**config.mk**
```make
export PLATFORM = sky130hd
export DESIGN_NAME = shift_arbiter
export DESIGN_NICKNAME = d
export VERILOG_FILES = /design/src/rtl/shift_arbiter.sv
export SDC_FILE = /design/constraint.sdc
export NUM_CORES = 1
export LEC_CHECK = 0
export CORE_MARGIN = 3
export CORE_UTILIZATION = 61
export CTS_CLUSTER_DIAMETER = 40
export DETAILED_ROUTE_END_ITERATION = 10
export PLACE_DENSITY = 0.95
export SLEW_MARGIN = 15
export SYNTH_ARGS = -nofsm -noshare
export SYNTH_HDL_FRONTEND = slang
export SYNTH_SLANG_ARGS = --single-unit
```
**constraint.sdc**
```tcl
create_clock -name clk -period 7 [get_ports clk]
set_input_delay 1.05 -clock clk [delete_from_list [all_inputs] [get_ports clk]]
set_output_delay 1.05 -clock clk [all_outputs]
set_load 0.05 [all_outputs]
```
**src/rtl/shift_arbiter.sv**
```systemverilog
// Round-robin arbiter sharing one 32-bit barrel shifter between ALU (A) and LSU alignment (B) requesters.
// Optional grant/contention statistics are enabled by defining SHIFT_ARB_STATS_EN.
module shift_arbiter #(
  parameter bit RESET_PRIO = 1'b0,
  parameter int CNT_WIDTH  = 16
) (
  input  logic                 clk,
  input  logic                 rst_n,
  input  logic                 a_valid,
  output logic                 a_ready,
  input  logic [31:0]          a_in,
  input  logic [4:0]           a_how_many,
  input  logic                 a_dir,
  input  logic                 a_arithmetic,
  input  logic                 b_valid,
  output logic                 b_ready,
  input  logic [31:0]          b_in,
  input  logic [4:0]           b_how_many,
  input  logic                 b_dir,
  input  logic                 b_arithmetic,
`ifdef SHIFT_ARB_STATS_EN
  output logic [CNT_WIDTH-1:0] a_grant_cnt,
  output logic [CNT_WIDTH-1:0] b_grant_cnt,
  output logic [CNT_WIDTH-1:0] contend_cnt,
`endif
  output logic                 resp_valid,
  input  logic                 resp_ready,
  output logic                 resp_id,
  output logic [31:0]          resp_data
);

  if (CNT_WIDTH < 1) begin : g_bad_cnt_width
    $error("shift_arbiter: CNT_WIDTH must be at least 1");
  end

  logic        last_grant;
  logic        stage_free;
  logic        grant_a, grant_b;
  logic        accept_a, accept_b, accept;
  logic [31:0] sh_in, sh_out;
  logic [4:0]  sh_amt;
  logic        sh_dir, sh_arith;

  assign stage_free = !resp_valid || resp_ready;

  // On contention the requester that did not win the last accept is favoured.
  assign grant_a = a_valid && (!b_valid || last_grant);
  assign grant_b = b_valid && (!a_valid || !last_grant);

  assign a_ready  = rst_n && grant_a && stage_free;
  assign b_ready  = rst_n && grant_b && stage_free;
  assign accept_a = a_valid && a_ready;
  assign accept_b = b_valid && b_ready;
  assign accept   = accept_a || accept_b;

  always_comb begin
    sh_in    = a_in;
    sh_amt   = a_how_many;
    sh_dir   = a_dir;
    sh_arith = a_arithmetic;
    if (grant_b) begin
      sh_in    = b_in;
      sh_amt   = b_how_many;
      sh_dir   = b_dir;
      sh_arith = b_arithmetic;
    end
  end

  always_comb begin
    sh_out = sh_in << sh_amt;
    if (sh_dir) begin
      if (sh_arith) sh_out = 32'($signed(sh_in) >>> sh_amt);
      else          sh_out = sh_in >> sh_amt;
    end
  end

  always_ff @(posedge clk) begin
    if (!rst_n) begin
      resp_valid <= 1'b0;
      resp_data  <= '0;
      resp_id    <= 1'b0;
      last_grant <= !RESET_PRIO;
    end else if (accept) begin
      resp_valid <= 1'b1;
      resp_data  <= sh_out;
      resp_id    <= accept_b;
      last_grant <= accept_b;
    end else if (resp_ready) begin
      resp_valid <= 1'b0;
    end
  end

`ifdef SHIFT_ARB_STATS_EN
  always_ff @(posedge clk) begin
    if (!rst_n) begin
      a_grant_cnt <= '0;
      b_grant_cnt <= '0;
      contend_cnt <= '0;
    end else begin
      if (accept_a && a_grant_cnt != '1) a_grant_cnt <= a_grant_cnt + 1'b1;
      if (accept_b && b_grant_cnt != '1) b_grant_cnt <= b_grant_cnt + 1'b1;
      if (a_valid && b_valid && stage_free && contend_cnt != '1)
        contend_cnt <= contend_cnt + 1'b1;
    end
  end
`endif

endmodule
```
### Yosys cells after proc, flatten, opt, wreduce, memory -nomap -nowiden

Index checks and enable logic that the tools add are counted.

| operators by class | value |
|---|---|
| shifts and indexed selects | 3 |
| multiplexer cells | 8 |
| reduce and logical (&&, ||, !) cells | 17 |

Operators with widths:

| kind | count |
|---|---|
| 32-bit 2-to-1 mux | 3 |
| 32-bit by 5-bit left shift with 32-bit output | 1 |
| 32-bit by 5-bit >> shifter with 32-bit output | 1 |
| 32-bit by 5-bit >>> shifter with 32-bit output | 1 |
| 1-bit logical AND | 8 |
| 5-bit 2-to-1 mux | 1 |
| 1-bit logical NOT | 4 |
| 1-bit logical OR | 4 |
| 1-bit 2-to-1 mux | 4 |
| 2-bit nonzero test | 1 |

| storage, ports and cells | value |
|---|---|
| output and inout bits | 36 |
| register bits | 35 |

### Longest topological paths before layout

Gate-level depths: netlist of the first run.

| logic depth | value |
|---|---|
| word-level depth | 8 |
| gate-level depth with buffers | 11 |

### Least setup slack after synthesis of the first run

Ideal clock, no wire load.

| path | value |
|---|---|
| path type | input to output |
| start point | input b_valid |
| end point | output b_ready |
| arrival | 2.569 ns |
| slack | 3.381 ns |
| buffers on the path | 4 |
| cell stages on the path | 6 |
| data required time | 5.950 ns |
| path through | a21bo_2 buf_6 buf_6 buf_2 buf_2 nor2_1 |

| on the way | value |
|---|---|
| cells in the longest elaborated chain, start to end | 3 |

RTL lines:

| element | line | RTL |
|---|---|---|
| start, declared | 15 | `input logic b_valid,` |
| 1-bit logical AND | 48 | `assign grant_b = b_valid && (!a_valid \|\| !last_grant);` |
| 1-bit logical AND (2 in a row) | 51 | `assign b_ready = rst_n && grant_b && stage_free;` |
| end, declared | 16 | `output logic b_ready,` |

Every way passes these cells.

### Worst setup path in the final report of the first run

| path | value |
|---|---|
| start point | input a_valid |
| end point | register resp_data[28] |

| on the way | value |
|---|---|
| cells in the longest elaborated chain, start to end | 7 |

RTL lines:

| element | line | RTL |
|---|---|---|
| start, declared | 9 | `input logic a_valid,` |
| 1-bit logical NOT | 48 |  |
| 1-bit logical OR | 48 |  |
| 1-bit logical AND | 48 |  |
| 32-bit 2-to-1 mux, or another cell as far along | 61 | `if (grant_b) begin` |
| 32-bit by 5-bit >> shifter with 32-bit output, or another cell as far along | 73 | `else sh_out = sh_in >> sh_amt;` |
| 32-bit 2-to-1 mux / 1-bit logical AND (equally long branches) | 72, 53 |  |
| 32-bit 2-to-1 mux / 1-bit logical OR (equally long branches) | 71, 54 |  |
| end signal, assigned | 85 | `resp_data <= sh_out;` |
| end, declared | 29 | `output logic [31:0] resp_data` |

Parallel ways exist; a longest one is shown, timed or not.
A chain may end at the register's enable or synchronous reset.

==> results of run 1 <==
## placed cells by master, fill, tap and decap left out, types with 4 or more instances in the layout
| cell type | count |
|---|---|
| nand2b_1 | 8 |
| a31oi_1 | 21 |
| mux2_4 | 4 |
| mux2_2 | 44 |
| mux2i_1 | 218 |
| nor3_1 | 18 |
| nor2b_1 | 6 |
| nand3b_1 | 4 |
| dfxtp_1 | 35 |
| mux4_2 | 10 |
| o21ai_1 | 4 |
| o31ai_1 | 6 |
| o211a_1 | 7 |
| clkdlybuf4s50_1 | 114 |
| and2_1 | 4 |
| o221ai_1 | 7 |
| a211oi_1 | 28 |
| a21oi_1 | 67 |
| o2111ai_1 | 4 |
| a221oi_1 | 7 |
| a32oi_1 | 4 |
| inv_1 | 6 |
| o21ai_0 | 54 |
| o22ai_1 | 9 |
| buf_4 | 12 |
| o21a_1 | 8 |
| nand2_1 | 71 |
| o211ai_1 | 13 |
| nor3b_1 | 6 |
| nor2_1 | 62 |
| clkbuf_16 | 5 |
| mux2i_4 | 5 |
| nand3_1 | 33 |
## layer usage
metal	wire, um	part of all wire, %
met1	12100	39
met5	0	0
met3	4130	13
met4	1690	5.4
met2	13100	42
## state kept, by name, indices dropped and copies added (netlist names)
signal / cells
last_grant: 1
resp_data: 32
resp_id: 1
resp_valid: 1
## area by class of cell
cell class	count	area share (%)
clock buffers	6	1.66
clock inverters	2	0.194
inverters	6	0.269
multi-input cells	790	72.5
flip-flops and latches	35	8.35
well taps	143	2.13
repair buffers	129	14.9
## how the worst max path moves through the flow
stage / start / to / slack [ns] / cells after the start
floorplan: b_valid / b_ready / 3.38 / 6
global placement: a_valid / resp_data[14] / 2.11 / 9
detailed placement: a_valid / resp_data[28] / 2.09 / 8
CTS: a_valid / resp_data[28] / 2.37 / 8
global route: a_valid / resp_data[14] / 2.13 / 9
finish: a_valid / resp_data[28] / 2.26 / 8
## power by group through the flow
stage	Sequential [mW]	Clock, mW	Combinational [mW]
5_1_grt	0.234	0.241	0.859
4_1_cts	0.232	0.233	0.795
6_report	0.233	0.238	0.830
2_1_floorplan	0.301	0	0.475
3_3_place_gp	0.237	0	0.785
3_5_place_dp	0.236	0	0.791
## worst min-delay path: cells and delay by family (launching register included)
kind            cells  cell delay, ns
simple gates        1            0.06
flops               1            0.32
compound gates      1            0.07
## cell families after synthesis
group	Yosys count	share of synthesized area, %
mux	282	42.2
compound gates	279	25.7
buf+inv	92	7.75
simple gates	229	14.9
flops	35	9.56
==> results.yml, run 1 <==
clock_tree:
  htreeDepth: 2
  cts_sinks: 35
  numCtsBuffers: 5
  cts-root-buf: "clkbuf_16"
  cts_buffer_depth: 2
  clkLatencyLatePin_ns: 0.29
  cts_tree: "done"
  ctsHoldBuffers: 0
  path_clk_slew_ns: 0.06
  ctsResizeCount: 0
  cts_setup_buffers: 0
grt:
  grt_max_degree: 74
  grt_pass1_vias: 7603
  grtUsageMet1_pct: 59.8
  grt_use_met2_pct: 66.7
  gr-total-overflow: 0
  grt_pass1_wl_mm: 45.9
  antenna_found_initial: 0
  top_usage_layer: "met2"
  met3_usage_pct: 12.1
  grt_usage_pct: 44.4
pwr:
  switching_share_pct: 49.3
  p_total_mw: 1.30
  power_density_mw_per_mm2: 155
  ir_drop_v: 0.000160
  pwr-share-seq_pct: 17.9
  combPwrFrac_pct: 63.8
  p_int_uw: 660
  leakagePower_nw: 3.43
  switching_power_uw: 642
  clkPwrFrac_pct: 18.3
floorplan:
  num_rows: 39
  start_util_pct: 63.3
  coreArea_sq_mm: 0.0116
  die_h_um: 116
  pin_count: 119
  die-area_sq_mm: 0.0134
  die_w_um: 116
worst_setup_path:
  critPathMaxFanout: 51
  reg2reg_to: "resp_data[28]"
  start_kind: "primary input"
  worstPathRequired_ns: 7.18
  cp.arrival_ns: 4.92
  reg2reg_depth: 7
  max_stage_delay_ns: 0.72
  path_class: "primary input to register"
  worst-path-buf-inv: 2
  crit_chain: "clkdlybuf4s50_1 -> a21bo_4 -> buf_4 -> mux2_4 -> mux2_2 -> mux2i_1 -> a2111oi_0 -> a32o_1"
  critPathTopFamily: "multiplexers"
  r2r-start: "last_grant"
  r2r_slack_ns: 3.19
  slowest_stage: "a21bo_4"
  cp-end-kind: "register"
min_path:
  hp-class: "register to register"
  min_to: "resp_id"
  holdCritStartpoint: "resp_id"
  hold_path_depth: 2
yosys:
  synth.most_common_cell: "mux2i_1"
  ys_ff_latch: 35
  syn_area_sq_mm: 0.00733
  yosys_warnings: 0
  ys.flop_type: "dfxtp_1"
  synth_commonest_cells: "mux2i_1 (218), nand2_1 (71), a21oi_1 (67), nor2_1 (63), o21ai_0 (54)"
  postSynthNetCount: 1000
  synth_cells: 917
  yosys.area.top_type_share_pct: 29.8
  yosysTopAreaCell: "mux2i_1"
  avgSynthCellArea_sq_um: 7.99
  ys_seq_area_share_pct: 9.56
  synth-edff-count: 0
  synth_area_leaders: "mux2i_1 (30%), dfxtp_1 (9.6%), mux2_2 (6.8%)"
  async_reset_ff_share_pct: 0
  ys_types: 72
placed_design:
  place_area_sq_mm: 0.00823
  gp_congestion: 1.06
  dp_slack_ns: 2.09
  dpl.hpwl_mm: 23.0
  portBuffers: 118
  dp_cells: 1103
sta:
  slew-limit-headroom_pct: 27.9
  report.final.slew_viol_count: 0
  setup_ws_ns: 2.26
  fin_crit_sh_pct: 67.7
  setup_tns_ns: 0
  clock.fmax_mhz: 211
  finalSetupViolations: 0
  whs_ns: 0.495
  grt_setup_unrepaired: "no"
  tightest_slew_ns: 1.05
  clock_skew_ns: 0.00708
  hold_viol_final: 0
  period_minus_slack_ns: 4.74
routing:
  ant_nets: 0
  wl_per_cell_um: 27.9
  wl_mm: 31.0
  dr_total_vias: 8491
  drt-initial-drc-count: 1764
  via_per_inst: 7.64
  drc_errors: 0
  dr.pass1.iters: 6
layout:
  multi_input_area_sq_mm: 0.00608
  area_growth_syn_to_layout_pct: 14.5
  drive_above_1_share_pct: 11.3
  fill_cells: 913
  antenna_cells: 0
  instances_no_fill: 1111
  regArea_sq_um: 701
  fin_util_pct: 72.5
  final_area_sq_mm: 0.00839
  final_nets: 1050
job:
  drv_cap: 0
run_status:
  outcome: "finished clean"
Note: power is estimated with default switching activity, not from simulation.
==> run 2: changes to the inputs <==
CORE_UTILIZATION = 51   (was 61)
PLACE_DENSITY = 0.88   (was 0.95)
clock period = 3.9 ns   (was 7 ns; I/O delays follow)
==> run 2 against run 1 <==
  * Sequential share of layout area is 0.41 points lower
  * Non-clock buffer count is 45 higher
  * Final area is 5.1% higher
  * Die area is 19% higher
  * Total power is 86% higher
  * Via count is 0.15% higher
  * Routed wire length is 3.2% higher
  * Critical path type unchanged
  * Utilization is 9.5 points lower
  * Sequential power is 79% higher
  * Sequential cell count stayed put
  * Highest routed layer is now met5
  * Global-route usage is 5.8 points lower
  * Clock power is 84% higher
==> results.yml, run 2 (synthesis results as in run 1) <==
run_status:
  outcome: "finished clean"
sta:
  setup_ws_ns: 0.478
  clock.fmax_mhz: 292
  hold_viol_final: 0
  slew-limit-headroom_pct: 33.1
  report.final.slew_viol_count: 0
  clock_skew_ns: 0.00524
  setup_tns_ns: 0
  finalSetupViolations: 0
  grt_setup_unrepaired: "no"
  period_minus_slack_ns: 3.42
  tightest_slew_ns: 0.993
  fin_crit_sh_pct: 87.7
routing:
  wl_per_cell_um: 26.8
  via_per_inst: 7.13
  dr_total_vias: 8504
  drt-initial-drc-count: 1212
  drc_errors: 0
  wl_mm: 32.0
  dr.pass1.iters: 5
  ant_nets: 0
clock_tree:
  htreeDepth: 2
  cts-root-buf: "clkbuf_16"
  cts_tree: "done"
  path_clk_slew_ns: 0.06
  cts_sinks: 35
  ctsHoldBuffers: 0
  cts_setup_buffers: 0
  ctsResizeCount: 0
  clkLatencyLatePin_ns: 0.29
  cts_buffer_depth: 2
  numCtsBuffers: 5
min_path:
  holdCritStartpoint: "resp_id"
  hp-class: "register to register"
worst_setup_path:
  crit_chain: "clkdlybuf4s50_1 -> a21bo_4 -> mux2i_4 -> mux2_2 -> mux2i_1 -> a221oi_1 -> a311oi_1 -> a31oi_1"
  slowest_stage: "clkdlybuf4s50_1"
  worst-path-buf-inv: 1
  worstPathRequired_ns: 4.06
  critPathMaxFanout: 17
  path_class: "primary input to register"
  cp.arrival_ns: 3.58
  cp-startpoint: "a_valid"
  critPathTopFamily: "multiplexers"
  r2r-start: "last_grant"
  cp-end-kind: "register"
  max_stage_delay_ns: 0.60
  start_kind: "primary input"
placed_design:
  portBuffers: 118
  dp_slack_ns: 0.243
  gp_congestion: 1.05
  dpl.hpwl_mm: 24.3
grt:
  grt_usage_pct: 38.5
  grt_pass1_wl_mm: 48.6
  gr-total-overflow: 0
  grt_max_degree: 55
  antenna_found_initial: 2
  grt_pass1_vias: 8179
pwr:
  leakagePower_nw: 3.68
  ir_drop_v: 0.000217
  p_total_mw: 2.42
  power_density_mw_per_mm2: 274
floorplan:
  pin_count: 119
  die-area_sq_mm: 0.0158
  coreArea_sq_mm: 0.0140
  num_rows: 43
  die_h_um: 126
  start_util_pct: 52.4
  die_w_um: 126
layout:
  layout_common_cells: "mux2i_1 (218), clkdlybuf4s50_1 (112), nand2_1 (71)"
  antenna_cells: 0
  fin_util_pct: 63.0
  regMostFlops: "resp_data"
  final_common_cell: "mux2i_1"
  drive_above_1_share_pct: 15.2
  fill_cells: 1224
  area_growth_syn_to_layout_pct: 20.4
  largest_reg_flops: 32
  final_nets: 1095
job:
  drv_cap: 0
## run 2: cell types whose count changed in the layout (fill, tap and decap cells not counted)
cell / before / now
clkinvlp_4: 1 / 0
buf_4: 12 / 54
a31oi_2: 1 / 0
buf_12: 0 / 5
a31oi_1: 21 / 22
clkdlybuf4s50_1: 114 / 112
clkbuf_1: 0 / 1
## run 2: power breakdown
part           total [mW]  internal, mW  switching (mW)
Sequential          0.417         0.394          0.0233
Clock               0.437         0.256           0.180
Combinational        1.56         0.589           0.974
## run 2: final timing paths
path                                 endpoint  slack, ns  depth (start not counted)
worst max-delay path            resp_data[22]       0.48                          8
worst min-delay path                  resp_id       0.48                          2
worst max register to register  resp_data[22]       0.94                          7
worst min register to register        resp_id       0.48                          2
## run 2: final cells by class
type	count	area, sq um	share of cell area [%]
multi-input combinational	790	6080	68.9
inverter	6	22.5	0.255
clock buffer	7	143	1.62
timing repair buffer	174	1640	18.6
clock inverter	1	8.76	0.0993
sequential	35	701	7.95
tap	180	225	2.55
## run 2: layer usage
layer	global-route usage [%]	share of wire (%)
met2	59.5	44
met4	13.8	4.1
met5	0	0.088
met3	9.37	12
met1	52.5	40
## run 2: metrics by stage
stage,area [sq um],cells,hold slack (ns)
floorplan,7330,917,0.523
global placement,8670,1185,0.467
detailed placement,8670,1185,0.474
CTS,8820,1193,0.483
global route,8820,1193,0.493
finish,8820,1193,0.479
## run 2: worst reg2reg max path, stage by stage (launching register included)
cell and delay (ns):
dfxtp_1 0.44, a21bo_4 0.42, mux2i_4 0.59, mux2_2 0.45, mux2i_1 0.32, a221oi_1 0.16
a311oi_1 0.32, a31oi_1 0.13
==> run 3: changes to the inputs <==
CORE_MARGIN = 1.5   (was 3)
==> run 3 against run 2 <==
  * Clock power decreased by 7.1%
  * Utilization increased by 0.71 points
  * Maximum frequency decreased by 4.3%
  * Cell count increased by 0.84%
  * Largest power group unchanged
  * Global-route usage increased by 3.0 points
  * Sequential power about the same
  * Worst setup slack got worse by 0.16 ns
  * Final area increased by 0.74%
==> results.yml, run 3 (synthesis results as in run 1) <==
placed_design:
  gp_congestion: 1.09
  dpl.hpwl_mm: 24.5
  portBuffers: 118
sta:
  grt_setup_unrepaired: "no"
  setup_tns_ns: 0
  report.final.slew_viol_count: 0
  tightest_slew_ns: 0.899
  hold_viol_final: 0
  period_minus_slack_ns: 3.58
  clock_skew_ns: 0.00679
  fin_crit_sh_pct: 91.7
  slew-limit-headroom_pct: 39.5
  finalSetupViolations: 0
  clock.fmax_mhz: 280
pwr:
  power_density_mw_per_mm2: 270
  combPwrFrac_pct: 65.7
  ir_drop_v: 0.000209
  p_total_mw: 2.40
  switching_share_pct: 48.8
  switching_power_mw: 1.17
  leakagePower_nw: 3.72
  clkPwrFrac_pct: 16.9
  pwr-share-seq_pct: 17.5
  p_int_mw: 1.23
run_status:
  outcome: "finished clean"
layout:
  regMostFlops: "resp_data"
  drive_above_1_share_pct: 16.0
  fin_util_pct: 63.8
  final_common_cell: "mux2i_1"
  antenna_cells: 0
  layout_common_cells: "mux2i_1 (218), clkdlybuf4s50_1 (112), nand2_1 (71)"
  area_growth_syn_to_layout_pct: 21.3
  largest_reg_flops: 32
  final_nets: 1105
worst_setup_path:
  critPathTopFamily: "buffers and inverters"
  slowest_stage: "clkdlybuf4s50_1"
  crit_top_cell: "buf_4"
  worst-path-buf-inv: 3
  path_class: "primary input to register"
  worstPathRequired_ns: 4.08
  start_kind: "primary input"
  cp.arrival_ns: 3.75
  max_stage_delay_ns: 0.61
  critPathMaxFanout: 17
  cp-end-kind: "register"
  crit_chain: "clkdlybuf4s50_1 -> a21bo_4 -> mux2i_4 -> buf_4 -> mux2i_1 -> buf_4 -> nor2_1 -> a2111oi_2 -> o221ai_1 -> o211a_1"
floorplan:
  coreArea_sq_mm: 0.0139
  die_w_um: 123
  start_util_pct: 52.6
  pin_count: 119
  die-area_sq_mm: 0.0151
  num_rows: 43
  die_h_um: 123
routing:
  wl_mm: 32.1
  via_per_inst: 7.23
  drc_errors: 0
  wl_per_cell_um: 26.7
  ant_nets: 0
  drt-initial-drc-count: 1513
  dr_total_vias: 8698
  dr.pass1.iters: 8
clock_tree:
  ctsResizeCount: 0
  ctsHoldBuffers: 0
  htreeDepth: 2
  cts-root-buf: "clkbuf_16"
  clkLatencyLatePin_ns: 0.29
  cts_tree: "done"
  cts_buffer_depth: 2
  path_clk_slew_ns: 0.06
  cts_sinks: 35
  numCtsBuffers: 5
  cts_setup_buffers: 0
grt:
  grtUsageMet1_pct: 53.8
  top_usage_layer: "met2"
  grt_pass1_vias: 8141
  grt_use_met2_pct: 62.8
  grt_max_degree: 42
  grt_pass1_wl_mm: 47.7
  gr-total-overflow: 0
  antenna_found_initial: 1
  met3_usage_pct: 12.1
  grt_usage_pct: 41.5
job:
  drv_cap: 0
min_path:
  hp-class: "register to register"
[run 3: changes by cell type in the layout (fill, tap and decap cells not counted)]
| cell | before | now |
|---|---|---|
| clkbuf_8 | 1 | 0 |
| clkinvlp_4 | 0 | 1 |
| clkinv_2 | 0 | 1 |
| clkinv_4 | 1 | 0 |
| buf_4 | 54 | 64 |
[run 3: final timing paths]
kind,startpoint,to,slack (ns),cells after the start
setup reg to reg,last_grant,resp_data[15],0.79,9
setup / recovery,a_valid,resp_data[15],0.32,10
hold / removal,resp_data[2],resp_data[2],0.49,2
hold reg to reg,resp_data[2],resp_data[2],0.49,2
[run 3: layer usage]
metal / routed length [um] / part of all wire [%] / up-vias
met2: 13500 / 42 / 740
met5: 0 / 0 / -
met4: 1820 / 5.7 / 0
met1: 12600 / 39 / 4065
li1: - / - / 3742
met3: 4160 / 13 / 151
[run 3: worst min-delay path: stages (launching register included)]
cell and delay, ns:
dfxtp_1 0.31, nand2_1 0.05, a31oi_1 0.07
[run 3: per-stage QoR]
step / worst slack [ns] / hold WS, ns / instances / instance area [sq um]
floorplan: 1.21 / 0.523 / 917 / 7330
global placement: 0.191 / 0.470 / 1195 / 8740
detailed placement: 0.169 / 0.470 / 1195 / 8740
CTS: 0.438 / 0.491 / 1203 / 8880
global route: 0.202 / 0.522 / 1203 / 8880
finish: 0.323 / 0.489 / 1203 / 8880
[run 3: power by group through the flow]
stage	clock, mW	sequential [mW]	combinational (mW)
2_1_floorplan	0	0.540	0.853
3_3_place_gp	0	0.426	1.50
3_5_place_dp	0	0.425	1.51
4_1_cts	0.407	0.418	1.52
5_1_grt	0.418	0.423	1.63
6_report	0.406	0.419	1.58
[run 3: cell type report]
| class | instances | area, sq um |
|---|---|---|
| Fill cell | 1218 | 5050 |
| Sequential cell | 35 | 701 |
| Inverter | 6 | 22.5 |
| Clock inverter | 2 | 12.5 |
| Multi-Input combinational cell | 790 | 6080 |
| Clock buffer | 6 | 129 |
| Tap cell | 180 | 225 |
| Timing Repair Buffer | 184 | 1720 |
